## src/rtl/pio_in_if.sv

```systemverilog
// CPU-side peripheral bus for the parallel input port: read/write strobes, write data,
// registered read word and interrupt request.
interface pio_in_if;
  logic        RD_EN;
  logic        WR_EN;
  logic [31:0] PData_in;
  logic [31:0] PData_out;
  logic        irq;

  modport master (output RD_EN, WR_EN, PData_in, input PData_out, irq);
  modport slave  (input RD_EN, WR_EN, PData_in, output PData_out, irq);
endinterface

```

## src/rtl/pio_in.sv

```systemverilog
// Parallel input port: synchronises and debounces switches/buttons, latches sticky press
// events, serves a read-to-clear 32-bit word and a maskable irq. State updates on falling clk.
module pio_in #(
  parameter int          N_SW            = 16,
  parameter int          N_BTN           = 5,
  parameter int unsigned DEBOUNCE_CYCLES = 500000,
  parameter int          CNT_W           = 20
) (
  input  logic             clk,
  input  logic             rst_n,
  input  logic [N_SW-1:0]  SW,
  input  logic [N_BTN-1:0] BTN,
  pio_in_if.slave          bus
);

  localparam int N = N_SW + N_BTN;
  localparam logic [CNT_W-1:0] CNT_MAX = CNT_W'(DEBOUNCE_CYCLES - 1);

  logic [N-1:0]     sync1_q, sync1_d;
  logic [N-1:0]     sync2_q, sync2_d;
  logic [N-1:0]     db_q, db_d;
  logic [CNT_W-1:0] cnt_q [N];
  logic [CNT_W-1:0] cnt_d [N];
  logic [N_BTN-1:0] btn_prev_q, btn_prev_d;
  logic [N_BTN-1:0] evt_q, evt_d;
  logic [N_BTN-1:0] mask_q, mask_d;
  logic [31:0]      rdata_q, rdata_d;
  logic             irq_q, irq_d;

  logic [N_BTN-1:0] rise;
  logic [15:0]      sw_pad;
  logic [4:0]       btn_pad;
  logic [4:0]       evt_pad;
  logic             unused_wdata;

  assign sw_pad       = 16'(db_q[N_SW-1:0]);
  assign btn_pad      = 5'(db_q[N-1:N_SW]);
  assign evt_pad      = 5'(evt_q);
  assign unused_wdata = ^bus.PData_in[31:N_BTN];

  always_comb begin
    sync1_d = {BTN, SW};
    sync2_d = sync1_q;
    db_d    = db_q;
    // A bit flips only after its synchronised level disagrees for DEBOUNCE_CYCLES edges in a row.
    for (int i = 0; i < N; i++) begin
      cnt_d[i] = '0;
      if (sync2_q[i] != db_q[i]) begin
        if (cnt_q[i] == CNT_MAX) begin
          db_d[i] = sync2_q[i];
        end else begin
          cnt_d[i] = cnt_q[i] + CNT_W'(1);
        end
      end
    end

    rise       = db_q[N-1:N_SW] & ~btn_prev_q;
    btn_prev_d = db_q[N-1:N_SW];
    mask_d     = bus.WR_EN ? bus.PData_in[N_BTN-1:0] : mask_q;
    // A rise coinciding with a read is kept for the next read.
    evt_d      = bus.RD_EN ? rise : (evt_q | rise);
    irq_d      = |(evt_d & mask_d);

    rdata_d = rdata_q;
    if (bus.RD_EN) begin
      rdata_d = {|((evt_q | rise) & mask_q), 5'b0, evt_pad, btn_pad, sw_pad};
    end
  end

  always_ff @(negedge clk or negedge rst_n) begin
    if (!rst_n) begin
      sync1_q    <= '0;
      sync2_q    <= '0;
      db_q       <= '0;
      btn_prev_q <= '0;
      evt_q      <= '0;
      mask_q     <= '0;
      rdata_q    <= '0;
      irq_q      <= 1'b0;
      for (int i = 0; i < N; i++) begin
        cnt_q[i] <= '0;
      end
    end else begin
      sync1_q    <= sync1_d;
      sync2_q    <= sync2_d;
      db_q       <= db_d;
      btn_prev_q <= btn_prev_d;
      evt_q      <= evt_d;
      mask_q     <= mask_d;
      rdata_q    <= rdata_d;
      irq_q      <= irq_d;
      for (int i = 0; i < N; i++) begin
        cnt_q[i] <= cnt_d[i];
      end
    end
  end

  assign bus.PData_out = rdata_q;
  assign bus.irq       = irq_q;

endmodule

```

## src/flat_wrapper.sv

```systemverilog
// flat-port wrapper written by rule: the top's interface ports become plain ports
module pio_in_flat 
#(
  parameter int          N_SW            = 16,
  parameter int          N_BTN           = 5,
  parameter int unsigned DEBOUNCE_CYCLES = 500000,
  parameter int          CNT_W           = 20
)
  (clk, rst_n, SW, BTN, bus_RD_EN, bus_WR_EN, bus_PData_in, bus_PData_out, bus_irq);
  pio_in_if bus_i ();
  input  logic clk;
  input  logic rst_n;
  input  logic [N_SW-1:0] SW;
  input  logic [N_BTN-1:0] BTN;
  input wire logic [$bits(bus_i.RD_EN)-1:0] bus_RD_EN;
  input wire logic [$bits(bus_i.WR_EN)-1:0] bus_WR_EN;
  input wire logic [$bits(bus_i.PData_in)-1:0] bus_PData_in;
  output wire logic [$bits(bus_i.PData_out)-1:0] bus_PData_out;
  output wire logic [$bits(bus_i.irq)-1:0] bus_irq;
  assign bus_i.RD_EN = bus_RD_EN;
  assign bus_i.WR_EN = bus_WR_EN;
  assign bus_i.PData_in = bus_PData_in;
  assign bus_PData_out = bus_i.PData_out;
  assign bus_irq = bus_i.irq;
  pio_in #(.N_SW(N_SW), .N_BTN(N_BTN), .DEBOUNCE_CYCLES(DEBOUNCE_CYCLES), .CNT_W(CNT_W)) u_core (.clk(clk), .rst_n(rst_n), .SW(SW), .BTN(BTN), .bus(bus_i));
endmodule
```

## config.mk

```make
export PLATFORM = sky130hd
export DESIGN_NAME = pio_in_flat
export DESIGN_NICKNAME = d
export VERILOG_FILES = /design/src/rtl/pio_in_if.sv /design/src/rtl/pio_in.sv /design/src/flat_wrapper.sv
export SDC_FILE = /design/constraint.sdc
export NUM_CORES = 1
export LEC_CHECK = 0
export ABC_AREA = 1
export BUFFER_PORTS_ARGS = -buffer_cell sky130_fd_sc_hd__buf_2
export CELL_PAD_IN_SITES_DETAIL_PLACEMENT = 1
export CELL_PAD_IN_SITES_GLOBAL_PLACEMENT = 1
export CORE_UTILIZATION = 51
export CTS_CLUSTER_DIAMETER = 60
export DETAILED_ROUTE_END_ITERATION = 10
export PLACE_DENSITY = 0.94
export SLEW_MARGIN = 20
export SYNTH_ARGS = -nofsm -noshare
export SYNTH_HDL_FRONTEND = slang
export SYNTH_SLANG_ARGS = --single-unit
```

## constraint.sdc

```tcl
create_clock -name clk -period 2.45 [get_ports clk]
set_clock_uncertainty 0.2 [all_clocks]
set_input_delay 0.49 -clock clk [delete_from_list [all_inputs] [get_ports clk]]
set_output_delay 0.49 -clock clk [all_outputs]
set_load 0.05 [all_outputs]
```

==> run_results.csv <==
group,metric,value,unit
outcome,status,"finished, violations left",
outcome,violations,"negative setup slack",
timing,setup_tns,-19340,ps
worst_setup_path,r2r-end,"u_core.cnt_q[138]",
finish,fin_cells,4791,
logic_synthesis,synthTopCellsByArea,"dfrtn_1, nor2_1, nand2_1",
routing,drt_first_pass_iters,6,
power,p_total,18700,uW
power,power_frac_seq,48.0,%
logic_synthesis,postSynthAreaPerCell,7.49,sq um
logic_synthesis,synth_top_area_cell,"dfrtn_1",
logic_synthesis,synth_most_common_cell,"nor2_1",
logic_synthesis,synth_cells,3826,
clocking,ctsRootBufferMaster,"clkbuf_16",
finish,area.growth.synth_to_final,13.8,%
power,ir_drop,0.000759,V
floorplanning,fp.dieW,239,um
worst_setup_path,start_kind,"register",
global_route,grt_first_pass_wirelength,156000,um
routing,postRouteAntennaNets,0,
routing,routedWlPerCell,20.1,um
timing,grt_setup_unrepaired,"yes",
power,power_frac_clock,47.9,%
logic_synthesis,synthTopCellsByCount,"nor2_1, nand2_1, dfrtn_1, inv_1, nand3_1",
worst_setup_path,worstPathRequired,1760,ps
floorplanning,start_util,51.8,%
clocking,cts_tree,"done",
logic_synthesis,synthArstFlopShare,100,%
logic_synthesis,synth_edf_count,0,
floorplanning,die_height,239,um
routing,wirelength,96200,um
floorplanning,io_pins,90,
power,p_leak,0.0146,uW
worst_setup_path,crit_slowest_cell,"dfrtn_1",
global_route,grt_max_degree,62,
routing,drt_iter0_drc,1897,
timing,final-hold-violation-count,0,
finish,multi_input_area,13600,sq um
clocking,htreeDepth,2,
power,switching_share,24.4,%
placed_design,routabilityCongestion,0.908,
placed_design,pre_cts_slack,-352,ps
global_route,grt-ovfl-total,0,
worst_setup_path,cp.arrival,2500,ps
worst_setup_path,crit_type,"reg2out",
timing,finalMaxSlewViolations,0,
hold_path,min_to,"u_core.sync2_q[20]",
finish,final_nets,4077,
finish,drive_gt1_share,10.5,%
hold_path,min-delay-start,"u_core.sync1_q[20]",
worst_setup_path,crit_path_max_fanout,2,
power,switching_power,4570,uW
power,p_int,14200,uW
routing,vias,27000,
worst_setup_path,cp_cell_sequence,"buf_6",
logic_synthesis,yosysTopAreaCellShare,45.9,%
hold_path,min_delay_path_depth,0,
placed_design,dpl.cell_count,4668,
power,power_frac_comb,4.1,%
global_route,track_usage,33.9,%
worst_setup_path,r2r-start,"u_core.cnt_q[120]",
worst_setup_path,path_delay_family,"flip-flops",
worst_setup_path,reg2reg_depth,6,
logic_synthesis,synth_ff_type,"dfrtn_1",
clocking,path_clk_slew,50,ps
job,max_cap_viol_count,0,
clocking,cts-buffers-inserted,57,
clocking,clk_path_buf_depth,3,
logic_synthesis,yosys_warnings,0,
global_route,antenna_found_initial,1,
worst_setup_path,regToRegSetupSlack,230,ps
placed_design,dp_hpwl,60100,um
placed_design,port_buffers,57,
finish,final_util,59.0,%
power,power_density,575,nW/um^2
routing,avgViaCountPerCell,5.64,
timing,tightest_slew,691,ps
worst_setup_path,max_stage_delay,460,ps
logic_synthesis,synth-seq-area-share,45.9,%
finish,diodes,0,
timing,finalSetupViolations,28,
logic_synthesis,synth_cell_type_count,38,
clocking,clock_latency,630,ps
worst_setup_path,end_kind,"output pin",
finish,seqCellArea,13200,sq um
hold_path,hold_path.class,"reg2reg",
worst_setup_path,cp.buffers_inverters,1,
clocking,clock-sinks,526,
floorplanning,die_area,57200,sq um
floorplanning,row_count,86,
global_route,grt_pass1_vias,30200,
routing,drc,0,
timing,setup_ws,-735,ps
logic_synthesis,ys_ff_latch,526,
floorplanning,core-area,55300,sq um
finish,fillers,7001,
logic_synthesis,syn_area,28700,sq um
timing,relSlewSlack,53.8,%
[power by group through the flow]
stage	combinational, uW	sequential (uW)	clock [uW]
floorplan	323	9100	0
global placement	689	9120	0
detailed placement	734	9130	0
CTS	759	8990	8990
global route	846	9000	9360
finish	763	8990	8980
[sequential cells by signal, summed over array words and instances (netlist names)]
name / flops
u_core.sync1_q: 21
u_core.sync2_q: 21
u_core.mask_q: 5
u_core.evt_pad: 5
u_core.db_q: 21
u_core.bus.irq: 1
u_core.btn_prev_q: 5
u_core.bus.PData_out: 27
u_core.cnt_q: 420
[layout make-up]
type | count | area share (%)
flip-flops and latches | 526 | 40.4
clock buffers | 82 | 5.03
well taps | 748 | 2.87
inverters | 465 | 5.36
repair buffers | 142 | 3.94
multi-input cells | 2807 | 41.7
clock inverters | 21 | 0.725
[per-layer routing]
metal	GRT usage (%)	wire length [um]	part of all wire [%]	vias up
met5	0	13	0.014	-
met4	16.6	4390	4.6	2
met3	5.33	4510	4.7	360
met2	61.6	49800	52	886
met1	38.5	37400	39	13500
li1	-	-	-	12300
[cells in the final DEF (no fill, tap or decap), types with 29 or more instances in the layout]
cell         n
buf_4       71
clkbuf_16   58
dfrtn_1    526
inv_1      454
nand2_1    845
nand2_2     52
nand3_1    373
nand4_1     74
nor2_1     893
nor2_2      60
nor2_4      29
nor3_1      45
o21ai_0     68
xnor2_1     42
xor2_1     145
[kinds of logic (layout without fill, tap and decap cells)]
group | count (synthesis) | count (layout) | share of synthesized area [%]
AND/OR/NAND/NOR | 2451 | 2451 | 37.9
XOR/XNOR | 188 | 188 | 5.77
adder cells (fa/ha/maj) | 21 | 21 | 0.917
multiplexers | 1 | 1 | 0.0393
AO/OA/AOI/OAI | 141 | 141 | 2.81
buffers and inverters | 497 | 710 | 6.68
flip-flops | 526 | 526 | 45.9
other | 1 | 5 | 0.0131
[stage by stage]
step,cell area [sq um],hold WS (ps)
after global routing,32600,104
after floorplan,28700,91.7
after CTS,32500,96.5
after global placement,30400,93.4
after detailed placement,30400,96.9
final,32600,97.9
[timing repair]
item	in CTS	in global routing
setup buffers	7	13
pin swaps	0	0
gates cloned	0	0
setup endpoints to repair	28	28
gates resized for setup	56	0
hold buffers	0	0
[worst max path at each step]
stage,from,end,slack [ps],cells after the start
2_1_floorplan,bus_WR_EN,u_core.bus.irq,-160,4
6_report,u_core.bus.PData_out[21],bus_PData_out[21],-740,1
3_5_place_dp,bus_RD_EN,u_core.bus.PData_out[16],-350,5
4_1_cts,u_core.bus.PData_out[16],bus_PData_out[16],-760,1
3_3_place_gp,bus_RD_EN,u_core.bus.irq,-320,7
5_1_grt,u_core.bus.PData_out[21],bus_PData_out[21],-740,1
No activity file was read; power rests on OpenSTA's default activity.
